**config.mk**
```make
export PLATFORM = sky130hd
export DESIGN_NAME = alu_muldiv
export DESIGN_NICKNAME = d
export VERILOG_FILES = /design/src/rtl/alu_muldiv.sv
export SDC_FILE = /design/constraint.sdc
export NUM_CORES = 2
export LEC_CHECK = 0
export CAP_MARGIN = 20
export CORE_MARGIN = 2
export CORE_UTILIZATION = 25
export DETAILED_ROUTE_END_ITERATION = 16
export PLACE_DENSITY_LB_ADDON = 0.3
export SKIP_CTS_REPAIR_TIMING = 1
export SYNTH_ARGS = -nofsm -noshare
export SYNTH_HDL_FRONTEND = slang
export SYNTH_SLANG_ARGS = --single-unit
```
**constraint.sdc**
```tcl
create_clock -name a_i_clk -period 24.9 [get_ports a_i_clk]
set_clock_uncertainty 0.1 [all_clocks]
set_input_delay 7.47 -clock a_i_clk [delete_from_list [all_inputs] [get_ports a_i_clk]]
set_output_delay 7.47 -clock a_i_clk [all_outputs]
set_load 0.1 [all_outputs]
```
**src/rtl/alu_muldiv.sv**
```systemverilog
`default_nettype none
// ============================================================================
// Module      : alu_muldiv
// Description : Clocked EX-stage ALU with a start/done handshake. Single-cycle
//               logic, shift, compare and branch ops register their result at
//               the start edge. Iterative multiply (radix-2 shift-add) and
//               restoring divide write HI/LO and take DWIDTH+2 cycles.
// Ports       : a_i_clk/a_i_rst      clock, asynchronous active-high reset
//               a_i_start/a_i_funct  request pulse and operation code
//               a_i_data_rs/rt       operands A and B (B also shift source)
//               a_i_imm/a_i_alu_src  immediate ([10:6] = shamt), B select
//               a_i_pc               PC of the instruction
//               alu_value/alu_pc     registered result and next PC
//               alu_zero             registered (alu_value == 0)
//               alu_div_zero         last completed op was a divide by zero
//               alu_busy/done        op in flight / one-cycle completion pulse
// Revision    : 1.0 - initial release
// ============================================================================
module alu_muldiv #(
    parameter int DWIDTH    = 32,
    parameter int IMM_WIDTH = 16,
    parameter int PC_WIDTH  = 32
) (
    input  logic                 a_i_clk,
    input  logic                 a_i_rst,
    input  logic                 a_i_start,
    input  logic [4:0]           a_i_funct,
    input  logic [DWIDTH-1:0]    a_i_data_rs,
    input  logic [DWIDTH-1:0]    a_i_data_rt,
    input  logic [IMM_WIDTH-1:0] a_i_imm,
    input  logic                 a_i_alu_src,
    input  logic [PC_WIDTH-1:0]  a_i_pc,
    output logic [DWIDTH-1:0]    alu_value,
    output logic [PC_WIDTH-1:0]  alu_pc,
    output logic                 alu_zero,
    output logic                 alu_div_zero,
    output logic                 alu_busy,
    output logic                 done
);
    localparam int CNT_W = $clog2(DWIDTH + 1);

    localparam logic [4:0] F_ADD  = 5'd0,  F_SUB   = 5'd1,  F_AND  = 5'd2,  F_OR   = 5'd3;
    localparam logic [4:0] F_XOR  = 5'd4,  F_NOR   = 5'd5,  F_SLT  = 5'd6,  F_SLTU = 5'd7;
    localparam logic [4:0] F_SLL  = 5'd8,  F_SRL   = 5'd9,  F_SRA  = 5'd10, F_BEQ  = 5'd11;
    localparam logic [4:0] F_BNE  = 5'd12, F_MULT  = 5'd16, F_MULTU = 5'd17;
    localparam logic [4:0] F_DIV  = 5'd18, F_DIVU  = 5'd19, F_MFHI = 5'd20, F_MFLO = 5'd21;

    typedef enum logic [2:0] {
        S_IDLE = 3'd0,
        S_MUL  = 3'd1,
        S_DIV  = 3'd2,
        S_FIX  = 3'd3,
        S_DONE = 3'd4
    } state_t;

    state_t                state_q,    state_d;
    logic [CNT_W-1:0]      cnt_q,      cnt_d;
    logic [2*DWIDTH-1:0]   acc_q,      acc_d;      // MUL: {partial, multiplier}; DIV: {remainder, dividend/quotient}
    logic [DWIDTH-1:0]     opb_q,      opb_d;      // multiplicand / divisor magnitude
    logic                  is_div_q,   is_div_d;
    logic                  neg_q,      neg_d;      // negate product / quotient
    logic                  neg_rem_q,  neg_rem_d;  // negate remainder
    logic                  dz_q,       dz_d;       // divide-by-zero op pending
    logic [DWIDTH-1:0]     hi_q,       hi_d;
    logic [DWIDTH-1:0]     lo_q,       lo_d;
    logic [DWIDTH-1:0]     value_q,    value_d;
    logic [PC_WIDTH-1:0]   pc_q,       pc_d;
    logic [PC_WIDTH-1:0]   pc_pend_q,  pc_pend_d;  // next PC held until the multi-cycle op completes
    logic                  zero_q,     zero_d;
    logic                  div_zero_q, div_zero_d;

    // Operand selection and helpers
    logic [DWIDTH-1:0]   w_imm_sext, w_opb, w_a_mag, w_b_mag, w_result;
    logic [PC_WIDTH-1:0] w_pc_seq, w_pc_br;
    logic [4:0]          w_shamt;
    logic                w_signed, w_a_neg, w_b_neg, w_taken, w_accept;

    assign w_imm_sext = DWIDTH'($signed(a_i_imm));
    assign w_opb      = a_i_alu_src ? w_imm_sext : a_i_data_rt;
    assign w_shamt    = a_i_imm[10:6];
    assign w_signed   = (a_i_funct == F_MULT) || (a_i_funct == F_DIV);
    assign w_a_neg    = w_signed & a_i_data_rs[DWIDTH-1];
    assign w_b_neg    = w_signed & w_opb[DWIDTH-1];
    assign w_a_mag    = w_a_neg ? (~a_i_data_rs + 1'b1) : a_i_data_rs;
    assign w_b_mag    = w_b_neg ? (~w_opb + 1'b1) : w_opb;
    assign w_pc_seq   = a_i_pc + PC_WIDTH'(4);
    assign w_pc_br    = w_pc_seq + (PC_WIDTH'($signed(a_i_imm)) << 2);
    assign w_accept   = a_i_start && ((state_q == S_IDLE) || (state_q == S_DONE));

    // Iteration datapaths
    logic [DWIDTH:0]     w_mul_sum, w_div_shift;
    logic [DWIDTH-1:0]   w_div_rem, w_quo, w_rem;
    logic [2*DWIDTH-1:0] w_prod;
    logic                w_div_ge;

    assign w_mul_sum   = {1'b0, acc_q[2*DWIDTH-1:DWIDTH]} + (acc_q[0] ? {1'b0, opb_q} : {(DWIDTH+1){1'b0}});
    assign w_div_shift = {acc_q[2*DWIDTH-1:DWIDTH], acc_q[DWIDTH-1]};
    assign w_div_ge    = w_div_shift >= {1'b0, opb_q};
    // The true difference is below the divisor, so DWIDTH bits hold it exactly.
    assign w_div_rem   = w_div_shift[DWIDTH-1:0] - opb_q;
    assign w_prod      = neg_q ? (~acc_q + 1'b1) : acc_q;
    assign w_quo       = neg_q ? (~acc_q[DWIDTH-1:0] + 1'b1) : acc_q[DWIDTH-1:0];
    assign w_rem       = neg_rem_q ? (~acc_q[2*DWIDTH-1:DWIDTH] + 1'b1) : acc_q[2*DWIDTH-1:DWIDTH];

    // Single-cycle result
    always_comb begin
        w_result = '0;
        w_taken  = 1'b0;
        case (a_i_funct)
            F_ADD:   w_result = a_i_data_rs + w_opb;
            F_SUB:   w_result = a_i_data_rs - w_opb;
            F_AND:   w_result = a_i_data_rs & w_opb;
            F_OR:    w_result = a_i_data_rs | w_opb;
            F_XOR:   w_result = a_i_data_rs ^ w_opb;
            F_NOR:   w_result = ~(a_i_data_rs | w_opb);
            F_SLT:   w_result = DWIDTH'($signed(a_i_data_rs) < $signed(w_opb));
            F_SLTU:  w_result = DWIDTH'(a_i_data_rs < w_opb);
            F_SLL:   w_result = a_i_data_rt << w_shamt;
            F_SRL:   w_result = a_i_data_rt >> w_shamt;
            F_SRA:   w_result = DWIDTH'($signed(a_i_data_rt) >>> w_shamt);
            F_BEQ: begin
                w_result = a_i_data_rs - a_i_data_rt;
                w_taken  = (a_i_data_rs == a_i_data_rt);
            end
            F_BNE: begin
                w_result = a_i_data_rs - a_i_data_rt;
                w_taken  = (a_i_data_rs != a_i_data_rt);
            end
            F_MFHI:  w_result = hi_q;
            F_MFLO:  w_result = lo_q;
            default: w_result = '0;
        endcase
    end

    // Next-state and datapath control
    always_comb begin
        state_d    = state_q;
        cnt_d      = cnt_q;
        acc_d      = acc_q;
        opb_d      = opb_q;
        is_div_d   = is_div_q;
        neg_d      = neg_q;
        neg_rem_d  = neg_rem_q;
        dz_d       = dz_q;
        hi_d       = hi_q;
        lo_d       = lo_q;
        value_d    = value_q;
        pc_d       = pc_q;
        pc_pend_d  = pc_pend_q;
        zero_d     = zero_q;
        div_zero_d = div_zero_q;

        case (state_q)
            S_IDLE, S_DONE: begin
                state_d = S_IDLE;
                if (w_accept) begin
                    div_zero_d = 1'b0;
                    dz_d       = 1'b0;
                    pc_pend_d  = w_pc_seq;
                    case (a_i_funct)
                        F_MULT, F_MULTU: begin
                            acc_d    = {{DWIDTH{1'b0}}, w_a_mag};
                            opb_d    = w_b_mag;
                            is_div_d = 1'b0;
                            neg_d    = w_a_neg ^ w_b_neg;
                            cnt_d    = CNT_W'(DWIDTH);
                            state_d  = S_MUL;
                        end
                        F_DIV, F_DIVU: begin
                            is_div_d  = 1'b1;
                            neg_d     = w_a_neg ^ w_b_neg;
                            neg_rem_d = w_a_neg;
                            if (w_opb == '0) begin
                                // Raw HI=rs, LO=all ones; FIX passes them through unsigned.
                                dz_d    = 1'b1;
                                acc_d   = {a_i_data_rs, {DWIDTH{1'b1}}};
                                state_d = S_FIX;
                            end else begin
                                acc_d   = {{DWIDTH{1'b0}}, w_a_mag};
                                opb_d   = w_b_mag;
                                cnt_d   = CNT_W'(DWIDTH);
                                state_d = S_DIV;
                            end
                        end
                        default: begin
                            value_d = w_result;
                            zero_d  = (w_result == '0);
                            pc_d    = w_taken ? w_pc_br : w_pc_seq;
                            state_d = S_DONE;
                        end
                    endcase
                end
            end
            S_MUL: begin
                acc_d = {w_mul_sum, acc_q[DWIDTH-1:1]};
                cnt_d = cnt_q - 1'b1;
                if (cnt_q == CNT_W'(1)) state_d = S_FIX;
            end
            S_DIV: begin
                acc_d = w_div_ge ? {w_div_rem, acc_q[DWIDTH-2:0], 1'b1}
                                 : {w_div_shift[DWIDTH-1:0], acc_q[DWIDTH-2:0], 1'b0};
                cnt_d = cnt_q - 1'b1;
                if (cnt_q == CNT_W'(1)) state_d = S_FIX;
            end
            S_FIX: begin
                if (dz_q) begin
                    hi_d = acc_q[2*DWIDTH-1:DWIDTH];
                    lo_d = acc_q[DWIDTH-1:0];
                end else if (is_div_q) begin
                    hi_d = w_rem;
                    lo_d = w_quo;
                end else begin
                    hi_d = w_prod[2*DWIDTH-1:DWIDTH];
                    lo_d = w_prod[DWIDTH-1:0];
                end
                value_d    = lo_d;
                zero_d     = (lo_d == '0);
                pc_d       = pc_pend_q;
                div_zero_d = dz_q;
                state_d    = S_DONE;
            end
            default: state_d = S_IDLE;
        endcase
    end

    always_ff @(posedge a_i_clk or posedge a_i_rst) begin
        if (a_i_rst) begin
            state_q    <= S_IDLE;
            cnt_q      <= '0;
            acc_q      <= '0;
            opb_q      <= '0;
            is_div_q   <= 1'b0;
            neg_q      <= 1'b0;
            neg_rem_q  <= 1'b0;
            dz_q       <= 1'b0;
            hi_q       <= '0;
            lo_q       <= '0;
            value_q    <= '0;
            pc_q       <= '0;
            pc_pend_q  <= '0;
            zero_q     <= 1'b0;
            div_zero_q <= 1'b0;
        end else begin
            state_q    <= state_d;
            cnt_q      <= cnt_d;
            acc_q      <= acc_d;
            opb_q      <= opb_d;
            is_div_q   <= is_div_d;
            neg_q      <= neg_d;
            neg_rem_q  <= neg_rem_d;
            dz_q       <= dz_d;
            hi_q       <= hi_d;
            lo_q       <= lo_d;
            value_q    <= value_d;
            pc_q       <= pc_d;
            pc_pend_q  <= pc_pend_d;
            zero_q     <= zero_d;
            div_zero_q <= div_zero_d;
        end
    end

    assign alu_value    = value_q;
    assign alu_pc       = pc_q;
    assign alu_zero     = zero_q;
    assign alu_div_zero = div_zero_q;
    assign alu_busy     = (state_q == S_MUL) || (state_q == S_DIV) || (state_q == S_FIX);
    assign done         = (state_q == S_DONE);

endmodule
`default_nettype wire

```
[Word-level counts from Yosys, hierarchy flattened]
Cells that the tools add are included.
Word-level totals
  input port bits: 121
  register bits: 271
  word-level logic and storage cells: 151
  output and inout bits: 68
Cells by class
  shift-type cells: 3
  equal/unequal tests: 31
  multiplexer cells: 45
  add/sub/neg operators: 13
  $lt $le $gt $ge: 3
  bitwise logic cells: 12
  reductions and logical operators: 29
Operators with widths (count)
  32-bit 2-to-1 mux: 17
  32-bit case mux with 14 select lines: 1
  64-bit 2-to-1 mux: 4
  32-bit case mux with 2 select lines: 3
  64-bit case mux with 3 select lines: 1
  32-bit inverter: 5
  32-bit by 1-bit adder with 32-bit output, second input constant: 4
  64-bit case mux with 2 select lines: 1
  32-bit zero test: 3
  32-bit subtractor: 3
  32-bit adder: 2
  64-bit by 1-bit adder with 64-bit output, second input constant: 1
  32-bit < comparator: 2
  64-bit inverter: 1
  32-bit by 32-bit adder with 33-bit output: 1
  33-bit by 32-bit >= comparator with 1-bit output: 1
  32-bit by 3-bit adder with 32-bit output, second input constant: 1
  32-bit bitwise AND: 1
  32-bit equality test: 1
  32-bit inequality test: 1
  32-bit bitwise OR: 1
  32-bit by 5-bit << shifter with 32-bit output: 1
  32-bit by 5-bit >> shifter with 32-bit output: 1
  32-bit by 5-bit >>> shifter with 32-bit output: 1
  other kinds (35): 78

[Longest topological paths before layout]
  depth in word-level cells: 8
  gate-level depth with buffers: 21

[Least setup slack after synthesis]
No wires, ideal clock.
  path type: input port to flip-flop
  from: input port a_i_alu_src
  to: register zero_q (netlist: alu_zero)
  required time: 24.705 ns
  setup time: 0.095 ns
  data arrival time: 12.162 ns
  stages: 20
  setup slack: 12.543 ns
  path through: buf_2 -> buf_2 -> buf_2 -> buf_1 -> mux2i_1 -> inv_1 -> ha_1 -> fa_1 -> a21o_1 -> a21oi_4 -> o21a_2 -> a21oi_2 -> or4_4 -> nand4_1 -> a31oi_1 -> a221o_1 -> a221o_1 -> nor4_1 -> nand4_1 -> o31ai_1
Between the ends
  longest elaborated chain between the ends: 8
  elaborated cells between the ends (all ways): 14
  classes of those cells: add/sub (2); order compare (2); mux (5); bitwise (4); reduce/logical (1)
RTL lines
  from (decl): line 31  | input logic a_i_alu_src,
  32-bit 2-to-1 mux (*): line 79  | assign w_opb = a_i_alu_src ? w_imm_sext : a_i_data_rt;
  branches (longest 2 deep; another with 32-bit subtractor)
  32-bit case mux with 14 select lines (*): line 109  | case (a_i_funct)
  32-bit zero test (*): line 187  | zero_d = (w_result == '0);
  1-bit 2-to-1 mux (*): line 160  | case (a_i_funct)
  1-bit 2-to-1 mux (*): line 156  | if (w_accept) begin
  1-bit case mux with 2 select lines (*): line 153  | case (state_q)
  to (signal assigned): line 257  | zero_q <= zero_d;
  to (decl): line 69  | logic zero_q, zero_d;
Every way passes the cells marked *. The select of a mux whose other input is x is not followed.
A chain may end at the register's enable or synchronous reset.

[Worst setup path in the final report]
  from: input port a_i_data_rt[0]
  to: register zero_q (netlist: alu_zero)
Between the ends
  longest elaborated chain between the ends: 8
  elaborated cells between the ends (all ways): 18
  classes of those cells: add/sub (3); order compare (2); shift (3); mux (5); bitwise (4); reduce/logical (1)
RTL lines
  from (decl): line 29  | input logic [DWIDTH-1:0] a_i_data_rt,
  branches (longest 3 deep; another with 32-bit subtractor)
  32-bit case mux with 14 select lines (*): line 109
  32-bit zero test (*): line 187
  1-bit 2-to-1 mux (*): line 160
  1-bit 2-to-1 mux (*): line 156
  1-bit case mux with 2 select lines (*): line 153
Marked as above.

==> results.ini <==
[worst_hold_path]
whs_path_depth = 2
hp-start = pc_pend_q[8]$_DFFE_PP0P_
hold_path.class = flip-flop to flip-flop

[cells_and_area]
multi_input_area_um2 = 24900
n_fill_cell = 14709
num_antenna_cells = 0
nets = 4869
ff_latch_area_um2 = 6780
drive_gt1_frac = 0.0772
area_delta_synth_final_pct = 14.2

[detailed_routing]
drc = 0
wire_per_inst_um = 29.5
wl_mm = 186
dr.pass1.iters = 7
routed_via_density = 5.91
ant_nets = 0
first_iter_violations = 5111
vias = 37335

[synthesis]
syn_avg_cell_area_um2 = 7.56
syn_area_um2 = 33900
synthCells = 4485
synth_edf_count = 0
synth_cell_types = 114
netlist_top_cells_area = dfrtp_1 (20%), ha_1 (8.8%), nand2_1 (5.4%)
synthFlopType = dfrtp_1
synth-seq-cells = 271
synth_top_area_cell = dfrtp_1
syn-num-nets = 4849
async_flop_share = 1.00
seq_area_frac_synth = 0.200
yosys_warnings = 0
synth_top_area_share = 0.200

[timing]
max_freq_mhz = 75.7
period_share = 0.531
setup_violations = 0
hold_viol_final = 0
whs_ns = 0.364
slew_viol_final = 0
min_period_ns = 13.21
finalSetupTns_ns = 0
setup_ws_ns = 11.69
max_slew_margin = 0.193
max_slew.worst_pin.slew_ns = 1.18
rsz0062_at_grt = false

[placed_design]
preCtsSetupSlack_ns = 11.34
dp_hpwl_mm = 144
portBuffers = 188
finalWeightedCongestion = 1.06

[clocking]
cts_tree = built
root_buffer = clkbuf_16
cts.htree.levels = 2
clockBufferDepth = 3
cts_num_sinks = 271
clk_latency_ns = 0.60
path_clk_slew_ns = 0.06
numCtsBuffers = 37

[critical_path]
cp-startpoint = a_i_data_rt[0]
cp.required_ns = 25.29
slowest_delay_ns = 0.96
r2r-start = acc_q[32]$_DFFE_PP0P_
worstSetupEndpointType = flip-flop
cp_data_arrival_time_ns = 13.60
path_cells = clkdlybuf4s50_1, mux2i_1, inv_1, ha_1, fa_1, mux2_2, a32oi_1, nand4_1, nor4_1, and4_1, and4b_1, nand4b_1, nor4_1, nand4_1, o31ai_1
slowest_stage = nor4_1
crit_type = input pin to flip-flop
path_max_fanout = 11
rr_worst_depth = 14
cp-start-kind = input pin

[global_routing]
busiest_layer = met2
grt_pass1_vias = 35497
grt-ovfl-total = 0
grt_usage = 0.261
antenna_found_initial = 3
grt_max_degree = 93
grt_pass1_wl_mm = 264
met1_usage = 0.351
grt_use_met3 = 0.0599
use_met2 = 0.395

[floorplanning]
die_area_um2 = 138000
ios = 189
die_w_um = 372
fp.dieH_um = 372
coreArea_um2 = 135000
initial_utilization = 0.251
rows = 135

[power_and_ir_drop]
p_leak_nw = 15.9
p_sw_frac = 0.515
seq_power_share = 0.245
vdd.ir_drop.worst_mv = 0.0514
p_int_w = 0.00165
p_per_area_nw_per_um2 = 88.1
p_switching_w = 0.00176
power_frac_clock = 0.167
p_comb_frac = 0.589

[outcome]
status = finished clean

[run]
maxCapViolCount = 0

==> sequential cells by signal (all words and copies together) (netlist names), 3 cells and up <==
register	flops
opb_q	32
lo_q	32
cnt_q	6
hi_q	32
acc_q	64
alu_pc	32
state_q	3
alu_value	32
pc_pend_q	32
==> Yosys cell counts, drive strengths merged, types with 16 or more instances <==
| master | count |
|---|---|
| inv | 225 |
| a21oi | 352 |
| nor2b | 31 |
| nand2 | 492 |
| a21o | 94 |
| o2111ai | 16 |
| o221ai | 21 |
| o211ai | 58 |
| a31oi | 71 |
| dfrtp | 271 |
| o31ai | 32 |
| mux2 | 37 |
| a22oi | 27 |
| nor3 | 108 |
| o21bai | 34 |
| buf | 108 |
| ha | 237 |
| nand4 | 50 |
| a2111oi | 20 |
| and3 | 34 |
| nor2 | 464 |
| a222oi | 26 |
| o22ai | 45 |
| a211oi | 53 |
| xnor2 | 197 |
| a221o | 16 |
| nor4 | 36 |
| o21ai | 326 |
| clkbuf | 204 |
| xor2 | 62 |
| or3 | 38 |
| nand2b | 40 |
| o21a | 42 |
| a221oi | 67 |
| nor3b | 18 |
| mux4 | 50 |
| and2 | 33 |
| mux2i | 112 |
| nand3 | 100 |
==> power groups by stage <==
stage	logic, W	clock network [W]	registers, W
after detailed placement	0.00197	0	0.000832
final	0.00201	0.000568	0.000835
after CTS	0.00198	0.000578	0.000825
after floorplan	0.00127	0	0.000911
after global routing	0.00216	0.000596	0.000849
after global placement	0.00196	0	0.000831
==> kinds of logic after synthesis <==
group / synth area share
simple gates: 0.212
compound gates: 0.283
buf+inv: 0.0682
flops: 0.200
xor+xnor: 0.0669
fa+ha+maj: 0.0911
mux: 0.0791
==> critical path, delay by kind of cell <==
family                   cells  cell delay (ns)
buffers and inverters        2             0.97
adder cells (fa/ha/maj)      2             0.74
multiplexers                 2             0.97
AO/OA/AOI/OAI                2             0.76
AND/OR/NAND/NOR              7             2.67
==> through the flow <==
step / std cells / utilization / area (um^2) / total power, W
2_1_floorplan: 4485 / - / 33900 / 0.00218
3_3_place_gp: 6245 / 0.277 / 37400 / 0.00279
3_5_place_dp: 6246 / 0.277 / 37400 / 0.00280
4_1_cts: 6314 / 0.287 / 38700 / 0.00338
5_1_grt: 6315 / 0.287 / 38700 / 0.00361
6_report: 6315 / 0.287 / 38700 / 0.00341
==> cell usage in the layout (no fill, tap or decap), types with 26 or more instances in the layout <==
master,n
a211oi_1,53
a21o_1,94
a21oi_1,346
a221oi_1,66
a222oi_1,26
a22oi_1,27
a31oi_1,69
and2_1,29
and3_1,33
buf_4,106
clkbuf_16,37
clkdlybuf4s50_1,183
dfrtp_1,271
ha_1,237
inv_1,223
mux2_2,36
mux2i_1,111
mux4_2,49
nand2_1,487
nand2b_1,40
nand3_1,100
nand4_1,50
nor2_1,458
nor2b_1,30
nor3_1,102
nor4_1,31
o211ai_1,56
o21a_1,41
o21ai_0,317
o21bai_1,34
o22ai_1,45
o31ai_1,32
or3_1,37
xnor2_1,197
xor2_1,62
==> area by class of cell <==
type                       count  area share
clock buffer                  50      0.0278
clock inverter                18     0.00527
inverter                     228      0.0223
multi-input combinational   3674       0.643
sequential                   271       0.175
tap                         1781      0.0576
timing repair buffer         293      0.0685
==> final timing paths <==
path	to	slack, ns
max	alu_zero$_DFFE_PP0P_	11.69
max in group asynchronous	pc_pend_q[8]$_DFFE_PP0P_	15.17
min reg2reg	pc_pend_q[8]$_DFFE_PP0P_	0.36
max reg2reg	acc_q[44]$_DFFE_PP0P_	19.85
min	pc_pend_q[8]$_DFFE_PP0P_	0.36
min in group asynchronous	lo_q[20]$_DFFE_PP0P_	7.25
==> metal layers <==
layer  vias to the layer above  wire length [um]
li1                      16526                 -
met1                     18249             77800
met2                      2180             79600
met3                       380             19100
met4                         0              9930
met5                         -                 0
No activity file was read; power rests on OpenSTA's default activity.
